[config.mk]
export PLATFORM = sky130hd
export DESIGN_NAME = trace_capture_fifo
export DESIGN_NICKNAME = d
export VERILOG_FILES = /design/src/rtl/trace_capture_fifo.sv
export SDC_FILE = /design/constraint.sdc
export NUM_CORES = 1
export LEC_CHECK = 0
export ABC_AREA = 0
export ABC_CLOCK_PERIOD_IN_PS = 14140
export CAP_MARGIN = 15
export CORE_MARGIN = 2
export CORE_UTILIZATION = 30
export DETAILED_ROUTE_END_ITERATION = 16
export PLACE_DENSITY_LB_ADDON = 0.1
export RECOVER_POWER = 50
export SETUP_SLACK_MARGIN = 0.1
export SYNTH_ARGS = -nofsm -noshare
export SYNTH_HDL_FRONTEND = slang
export SYNTH_SLANG_ARGS = --single-unit
[constraint.sdc]
create_clock -name clk -period 14.14 [get_ports clk]
set_clock_uncertainty 0.2 [all_clocks]
set_input_delay 2.828 -clock clk [delete_from_list [all_inputs] [get_ports clk]]
set_output_delay 2.828 -clock clk [all_outputs]
set_load 0.01 [all_outputs]
[src/rtl/trace_capture_fifo.sv]
// Trace capture buffer: queues kept retired instructions with their skip count and an
// overflow marker, and presents them first-word-fall-through on a valid/ready stream.
module trace_capture_fifo #(
   parameter int PC_WIDTH        = 64,
   parameter int INSTR_WIDTH     = 32,
   parameter int DEPTH           = 16,
   parameter int SKIP_CNT_WIDTH  = 16,
   parameter int ALMOST_FULL_LVL = 12
) (
   input  logic                                             clk,
   input  logic                                             rst,
   input  logic                                             enable,
   input  logic                                             pc_valid,
   input  logic [PC_WIDTH-1:0]                              pc,
   input  logic [INSTR_WIDTH-1:0]                           instr,
   input  logic                                             drop_instr,
   output logic                                             m_valid,
   input  logic                                             m_ready,
   output logic [SKIP_CNT_WIDTH+INSTR_WIDTH+PC_WIDTH:0]     m_data,
   output logic [$clog2(DEPTH):0]                           count,
   output logic                                             almost_full,
   output logic [SKIP_CNT_WIDTH-1:0]                        lost_count
);

   localparam int AW = $clog2(DEPTH);
   localparam int CW = AW + 1;
   localparam int EW = 1 + SKIP_CNT_WIDTH + INSTR_WIDTH + PC_WIDTH;
   localparam logic [SKIP_CNT_WIDTH-1:0] SAT_MAX = '1;

   logic [EW-1:0]             mem [DEPTH];
   logic [AW-1:0]             wr_ptr;
   logic [AW-1:0]             rd_ptr;
   logic [SKIP_CNT_WIDTH-1:0] skip_cnt;
   logic                      ovf_pending;
   logic                      full;
   logic                      drop;
   logic                      keep;
   logic                      push;
   logic                      lost;
   logic                      pop;
   logic [CW-1:0]             count_nxt;

   function automatic logic [SKIP_CNT_WIDTH-1:0] sat_inc(input logic [SKIP_CNT_WIDTH-1:0] v);
      return (v == SAT_MAX) ? v : v + 1'b1;
   endfunction

   // full comes from the registered count only, so a same-cycle pop never makes room
   assign full    = (count == CW'(DEPTH));
   assign drop    = enable && pc_valid && drop_instr;
   assign keep    = enable && pc_valid && !drop_instr;
   assign push    = keep && !full;
   assign lost    = keep && full;
   assign m_valid = (count != '0);
   assign pop     = m_valid && m_ready;
   assign m_data  = m_valid ? mem[rd_ptr] : '0;

   always_comb begin
      count_nxt = count;
      if (push && !pop)
         count_nxt = count + 1'b1;
      else if (!push && pop)
         count_nxt = count - 1'b1;
   end

   always_ff @(posedge clk) begin
      if (push)
         mem[wr_ptr] <= {ovf_pending, skip_cnt, instr, pc};
   end

   always_ff @(posedge clk or posedge rst) begin
      if (rst) begin
         wr_ptr      <= '0;
         rd_ptr      <= '0;
         count       <= '0;
         almost_full <= 1'b0;
         skip_cnt    <= '0;
         ovf_pending <= 1'b0;
         lost_count  <= '0;
      end else begin
         count       <= count_nxt;
         almost_full <= (count_nxt >= CW'(ALMOST_FULL_LVL));
         if (push)
            wr_ptr <= wr_ptr + 1'b1;
         if (pop)
            rd_ptr <= rd_ptr + 1'b1;
         if (drop) begin
            skip_cnt <= sat_inc(skip_cnt);
         end else if (push) begin
            skip_cnt    <= '0;
            ovf_pending <= 1'b0;
         end else if (lost) begin
            // a lost instruction is reported downstream as a skipped one
            skip_cnt    <= sat_inc(skip_cnt);
            ovf_pending <= 1'b1;
            lost_count  <= sat_inc(lost_count);
         end
      end
   end

endmodule

# Word-level counts from Yosys, hierarchy flattened
# Memory sizes are Yosys's and may differ from the RTL's.
# Index checks and enable logic that the tools add are counted.
# word_totals
output_inout_bits,136
input_bits,102
reg_bits,47
mem_bits_rw,1808
elab_cells,49
n_memories,1
# classes
bitwise,3
order_cmp,1
reduce_logical,17
n_eq_ne,3
muxes,11
add_sub_neg,6
# mem_list
name,words,word_bits,rd,rd_ports_with_merged_regs,wr,line_no,rtl
mem,16,113,1,0,1,30,logic [EW-1:0] mem [DEPTH];
# op_table
op,n
$mux 113,1
$mux 16,4
$add 16x1->16 const B,2
$eq 16x16->1 const B,2
$mux 5,2
$add 4x1->4 const B,2
$logic_and 1x1->1,8
$add 5x1->5 const B,1
$eq 5x5->1 const B,1
$ge 5x4->1 const B,1
$reduce_bool 5->1,1
$sub 5x1->5 const B,1
$logic_not 1->1,4
$mux 1,4
$reduce_and 4->1,1
$not 1->1,3
$reduce_bool 3->1,1
$reduce_and 2->1,1
$reduce_bool 2->1,1

# Longest topological paths before layout
# Gate-level depths: netlist of run 1.
# depth
word_depth,8
mapped_depth,9
ltp_nobuf,7

# Worst setup path after synthesis of run 1
# Ideal clock, no wire load.
# synth_timing
path_type,input to register
startpoint,input drop_instr
endpoint,memory mem[3][0] (netlist name) (enable)
t_arrival_ns,11.423
stages,5
setup_ns,0.723
required_time_ns,13.217
path_buffers,1
path_slack_ns,1.794
cell_sequence,nand3b_1 nor2_1 clkbuf_1 nand2_1 nor3_1
# synth_between
elab_chain_len,5
# synth_lines
item,line_no,rtl
"start, declared",16,"input logic drop_instr,"
$logic_not 1->1,50,assign keep = enable && pc_valid && !drop_instr;
$logic_and 1x1->1,50,
$logic_and 1x1->1,51,assign push = keep && !full;
$mux 1,66,if (push)
$mux 1 (not written as such),67,"mem[wr_ptr] <= {ovf_pending, skip_cnt, instr, pc};"
"end, declared",30,
# No other way between the ends.

# Worst setup path after layout of run 1
# layout_timing
startpoint,register rd_ptr[0]
endpoint,output m_data[1]
# layout_between
elab_chain_len,2
# layout_lines
item,line_no,rtl
"start, declared",32,logic [AW-1:0] rd_ptr;
"start signal, assigned",85,rd_ptr <= rd_ptr + 1'b1;
$mem_v2 16x113,-,
$mux 113,55,assign m_data = m_valid ? mem[rd_ptr] : '0;
"end, declared",19,"output logic [SKIP_CNT_WIDTH+INSTR_WIDTH+PC_WIDTH:0] m_data,"
# No other way between the ends.

==> impl_metrics.toml, run 1 <==
[synth]
synth_top_area_share_pct = 76.82
synth.distinct_cells = 46
avgSynthCellArea_um2 = 23.40
synthCells = 3020
netlist_area_um2 = 70680
synth-main-ff-cell = "edfxtp_1"
syn_nets = 3131
synth_area_leader_cell = "edfxtp_1"
yosys_warnings = 0
synthArstFlopShare_pct = 2.534
synth_seq_cells = 1855
synth.yosys.seq_area_share_pct = 78.48
synth_edf_count = 1808
synth_area_leaders = "edfxtp_1 77%, mux4_2 14%, mux2i_1 3.2%, dfrtp_1 1.7%, o22ai_1 1.0%"

[clocking]
cts_buffer_depth = 3
clk_pin_slew_ns = 0.06
clock-sinks = 1855
cts_tree = "yes"
numCtsBuffers = 205
cts_root_buffer = "clkbuf_16"
hold_buffers = 0
ctsResizeCount = 0
clk_latency_ns = 0.84
cts_setup_buffers = 0
htreeDepth = 4

[power]
p_leak_nw = 26.04
powerDensity_nw_per_um2 = 193.4
p_total_mw = 16.15
ir_drop_mv = 0.2508

[global_routing]
overflow = 0
grt_antenna_before_repair = 39
grt_max_degree = 155
grt_pass1_wl_um = 268800
gr-usage-all-layers_pct = 15.82
grt_pass1_vias = 35880

[worst_setup_path]
critPathMaxFanout = 48
slowest_stage = "dfrtp_4"
cpPeakStageDelay_ns = 1.07
crit_type = "reg -> out"
crit_path_end_kind = "output pin"
cp_data_required_time_ns = 11.11
path_cells = "buf_4, buf_4, mux4_2, mux2i_1, o22ai_1, clkdlybuf4s50_1"
start_kind = "register"
crit_top_cell = "buf_4"
cp.arrival_ns = 5.41

[timing]
setup_ws_ns = 5.705
final.min_clock_period_ns = 8.435
report.final.slew_viol_count = 63
fin_crit_sh_pct = 59.65
setup_viol = 0
timing.max_slew.rel_slack_pct = -86.73
rsz0062_at_grt = "no"
max_freq_ghz = 0.1186
fin_tns_setup_ns = 0
finalHoldViolCount = 0
tightestPinTransition_ns = 2.801
hold_slack_ns = 0.3121

[die]
boundaryPins = 238
fp.dieH_um = 489.4
rows = 178
die_w_um = 489.4
start_util_pct = 30.11
core_um2 = 234700
die-area_um2 = 239500

[status]
violations = "max-capacitance violations, max-slew violations"
status = "finished, violations left"

[cells_and_area]
fill_cells = 21610
drive_gt1_share_pct = 23.35
nets = 3480
stdcell_count = 6698
synthToLayoutAreaGrowth_pct = 18.16

[drt]
ant_nets = 0
drc = 0
wl_um = 189300
firstDrtPassIters = 5
via_per_inst = 4.869
vias = 32610
wire_per_inst_um = 28.26
drt_iter0_drc = 2338

[place]
dp_slack_ns = 6.321
dp_hpwl_um = 91270
port_buffers = 237
gp_routability_congestion = 0.7085
dp.cells = 6312

[job]
drv_cap = 3

[hold_path]
hold_class = "reg -> reg"
==> layout make-up <==
type / instances / area, um^2 / share of cell area, %
sequential: 1855 / 55480 / 66.43
multi-input combinational: 993 / 14540 / 17.41
clock buffer: 254 / 5399 / 6.465
tap: 3150 / 3941 / 4.719
timing repair buffer: 305 / 3050 / 3.653
clock inverter: 126 / 1050 / 1.257
inverter: 9 / 33.78 / 0.04045
antenna: 6 / 15.01 / 0.01798
==> worst max-delay path, delay by kind of cell (launching register included) <==
family | cells | cell delay [ns]
buffers and inverters | 3 | 2.34
multiplexers | 2 | 0.82
flip-flops | 1 | 1.07
AO/OA/AOI/OAI | 1 | 0.17
==> cells in the mapped netlist, types with 4 or more instances <==
| master | count |
|---|---|
| a21oi_1 | 5 |
| xnor2_1 | 14 |
| dfrtp_1 | 47 |
| nor3_1 | 8 |
| o21ai_0 | 5 |
| and2_1 | 4 |
| buf_1 | 11 |
| o211ai_1 | 8 |
| inv_1 | 9 |
| edfxtp_1 | 1808 |
| mux2i_1 | 228 |
| nand2_1 | 27 |
| nor2_1 | 43 |
| xor2_1 | 16 |
| buf_2 | 70 |
| o2111ai_1 | 4 |
| ha_1 | 9 |
| nand3_1 | 10 |
| mux4_2 | 452 |
| nand4_1 | 9 |
| clkbuf_1 | 79 |
| o22ai_1 | 113 |
==> cells by family after synthesis <==
logic type | Yosys count | synth area share [%]
multiplexers | 682 | 17.66
AO/OA/AOI/OAI | 149 | 1.390
AND/OR/NAND/NOR | 123 | 0.8639
buffers and inverters | 172 | 1.069
XOR/XNOR | 30 | 0.3718
adder cells (fa/ha/maj) | 9 | 0.1593
flip-flops | 1855 | 78.48
==> where the power goes <==
| part | switching, mW | total, mW | internal [mW] |
|---|---|---|---|
| logic | 2.45 | 4.65 | 2.20 |
| registers | 0.184 | 6.39 | 6.20 |
| clock network | 2.16 | 5.11 | 2.95 |
==> metrics by stage <==
stage	cell area [um^2]	utilization, %
3_3_place_gp	77070	32.83
5_1_grt	83500	35.57
3_5_place_dp	77090	32.84
4_1_cts	83540	35.59
6_report	83510	35.58
2_1_floorplan	70680	-
==> registers in the layout, indices dropped and copies added (netlist names) <==
signal and count:
mem 1808, lost_count 16, skip_cnt 16, count 5
rd_ptr 4, wr_ptr 4, almost_full 1, ovf_pending 1
==> path summary, 6_finish.rpt <==
kind,start,endpoint,cells after the start,slack (ns)
hold reg to reg,lost_count[14]$_DFFE_PP0P_,lost_count[14]$_DFFE_PP0P_,1,0.31
max in group asynchronous,rst,rd_ptr[0]$_DFFE_PP0P_,3,8.49
hold / removal,lost_count[14]$_DFFE_PP0P_,lost_count[14]$_DFFE_PP0P_,1,0.31
setup / recovery,rd_ptr[0]$_DFFE_PP0P_,m_data[1],6,5.70
setup reg to reg,count[0]$_DFF_PP0_,mem[12][69]$_DFFE_PP_,9,8.07
min in group asynchronous,rst,almost_full$_DFF_PP0_,3,3.27
==> layer usage <==
layer / GRT usage, % / up-vias / wire (um)
li1: - / 13640 / -
met1: 21.11 / 17950 / 83210
met2: 26.83 / 701 / 94240
met3: 2.535 / 316 / 7440
met4: 4.164 / 2 / 4369
met5: 0 / - / 13
==> cells in the final DEF (no fill, tap or decap), types with 16 or more instances in the layout <==
cell type and n:
dlygate4sd3_1 100, clkbuf_16 209, clkdlybuf4s50_1 137, xor2_1 16
nand2_1 26, buf_4 52, mux2i_1 228, nor2_1 35
clkinv_1 50, o22ai_1 113, clkbuf_1 47, mux4_2 452
dfrtp_1 44, edfxtp_1 1808, clkinv_2 43
Note: power is estimated with default switching activity, not from simulation.
==> run 2: changes to the inputs <==
--- a/config.mk
+++ b/config.mk
@@ -6,7 +6,7 @@
 export NUM_CORES = 1
 export LEC_CHECK = 0
 export ABC_AREA = 0
-export ABC_CLOCK_PERIOD_IN_PS = 14140
+export ABC_CLOCK_PERIOD_IN_PS = 7500
 export CAP_MARGIN = 15
 export CORE_MARGIN = 2
 export CORE_UTILIZATION = 30
==> constraint.sdc (replaced) <==
create_clock -name clk -period 7.5 [get_ports clk]
set_clock_uncertainty 0.2 [all_clocks]
set_input_delay 1.5 -clock clk [delete_from_list [all_inputs] [get_ports clk]]
set_output_delay 1.5 -clock clk [all_outputs]
set_load 0.01 [all_outputs]
==> run 2 against run 1 <==
Against the previous run:
- the run still ends with max-capacitance violations, max-slew violations left
- highest routed layer unchanged
- hold slack is essentially flat
- register-to-register slack worse by 4.7 ns
- sequential share of layout area shrank 0.38 points
- critical path depth unchanged
- sequential power up 88%
- critical path type unchanged
- global-route usage fell by 0.28 points
- non-clock buffer count rose by 13
- flip-flop and latch count unchanged
==> impl_metrics.toml, run 2 (synthesis gave the netlist of run 1 again) <==
[status]
violations = "max-capacitance violations, max-slew violations"
status = "finished, violations left"

[global_routing]
gr-usage-all-layers_pct = 15.54
grt_pass1_vias = 35390
grt_antenna_before_repair = 39
grt_pass1_wl_um = 264300
overflow = 0
grt_max_degree = 72

[clocking]
clk_pin_slew_ns = 0.06
cts_buffer_depth = 3
clk_latency_ns = 0.84
cts_root_buffer = "clkbuf_16"
htreeDepth = 4
numCtsBuffers = 204
hold_buffers = 0
cts_setup_buffers = 0
clock-sinks = 1855
cts_tree = "yes"
ctsResizeCount = 0

[worst_setup_path]
r2r_cells = 7
cp.arrival_ns = 4.40
crit_type = "reg -> out"
reg2reg_slack_ns = 3.34
critPathMaxFanout = 39
start_kind = "register"
worstReg2RegEnd = "mem[10][72]$_DFFE_PP_"
r2r_start = "count[0]$_DFF_PP0_"
crit_path_end_kind = "output pin"
cp_data_required_time_ns = 5.80

[drt]
ant_nets = 0
drc = 0
firstDrtPassIters = 5
wl_um = 185000
wire_per_inst_um = 27.55
vias = 32530
via_per_inst = 4.845
drt_iter0_drc = 2276

[timing]
timing.max_slew.rel_slack_pct = -85.74
max_freq_ghz = 0.1640
setup_viol = 0
final.min_clock_period_ns = 6.099
report.final.slew_viol_count = 48
fin_tns_setup_ns = 0
fin_crit_sh_pct = 81.32
rsz0062_at_grt = "no"
tightestPinTransition_ns = 2.786
finalHoldViolCount = 0

[power]
switching_share_pct = 29.77
p_seq_share_pct = 39.0
powerDensity_nw_per_um2 = 366.5
p_int_mw = 21.62
ir_drop_mv = 0.2062
p_sw_mw = 9.163
p_leak_nw = 26.24
pwr-share-comb_pct = 29.2
p_total_mw = 30.78
clock_power_share_pct = 31.7

[cells_and_area]
final_util_pct = 35.78
final_common_cell = "edfxtp_1"
nets = 3492
largest_reg_flops = 1808
synthToLayoutAreaGrowth_pct = 18.84
top_regs = "mem x1808, lost_count x16, skip_cnt x16"
drive_gt1_share_pct = 23.49
mostFrequentLayoutCells = "1808 x edfxtp_1, 452 x mux4_2, 228 x mux2i_1"
largest_register = "mem"

[place]
gp_routability_congestion = 0.7091
dp_hpwl_um = 98930
port_buffers = 237

[die]
rows = 178
die-area_um2 = 239500
core_um2 = 234700
boundaryPins = 238
fp.dieH_um = 489.4
start_util_pct = 30.11
die_w_um = 489.4

[job]
drv_cap = 1

[hold_path]
hold_class = "reg -> reg"
hold_start = "lost_count[14]$_DFFE_PP0P_"
whs_endpoint = "lost_count[14]$_DFFE_PP0P_"
hold_depth = 1
## run 2: cell types whose count changed in the layout (fill, tap and decap cells not counted), moves of 5 or more
cell | previous run | this run
buf_4 | 52 | 45
clkbuf_1 | 47 | 52
diode_2 | 6 | 11
clkinv_2 | 43 | 37
dlygate4sd3_1 | 100 | 114
buf_12 | 14 | 34
clkdlybuf4s50_1 | 137 | 123
## run 2: how the worst max path moves through the flow
| stage | from | depth (start not counted) | to |
|---|---|---|---|
| final | rd_ptr[2]$_DFFE_PP0P_ | 6 | m_data[58] |
| after floorplan | drop_instr | 5 | mem[15][0]$_DFFE_PP_ |
| after detailed placement | drop_instr | 6 | mem[12][44]$_DFFE_PP_ |
| after global placement | enable | 6 | mem[4][95]$_DFFE_PP_ |
| after global routing | rd_ptr[0]$_DFFE_PP0P_ | 6 | m_data[32] |
| after CTS | rd_ptr[0]$_DFFE_PP0P_ | 6 | m_data[32] |
## run 2: layer usage
metal	GRT usage, %	vias to the layer above	share of wire [%]
li1	-	13680	-
met1	20.81	17830	44
met2	25.97	725	50
met3	2.643	288	4.0
met4	4.482	4	2.4
met5	0	-	0.015
## run 2: metrics by stage
step	hold WS [ns]	worst slack [ns]	std cells	cell area (um^2)
after floorplan	0.3252	-0.4836	3020	70700
after global placement	0.2998	1.817	6324	77440
after detailed placement	0.3060	1.944	6325	77460
after CTS	0.3180	1.305	6704	83990
after global routing	0.3279	1.215	6710	83980
final	0.3125	1.401	6715	83990
## run 2: power by group through the flow
stage	combinational, mW	sequential, mW	clock [mW]
5_1_grt	9.68	12.1	10.5
3_3_place_gp	9.31	12.2	0
4_1_cts	9.37	12.0	10.1
2_1_floorplan	5.54	12.0	0
3_5_place_dp	9.34	12.2	0
6_report	9.00	12.0	9.77
## run 2: layout make-up
class | count | area (um^2)
Timing Repair Buffer | 318 | 3398
Clock buffer | 258 | 5393
Antenna cell | 11 | 27.53
Fill cell | 21560 | 150800
Sequential cell | 1855 | 55480
Tap cell | 3150 | 3941
Multi-Input combinational cell | 993 | 14580
Clock inverter | 121 | 1137
Inverter | 9 | 33.78
## run 2: critical path, stage by stage (launching register included)
cell             delay, ns
dfrtp_4               0.87
buf_4                 0.50
buf_4                 0.46
mux4_2                0.36
mux2i_1               0.51
o22ai_1               0.20
clkdlybuf4s50_1       0.53
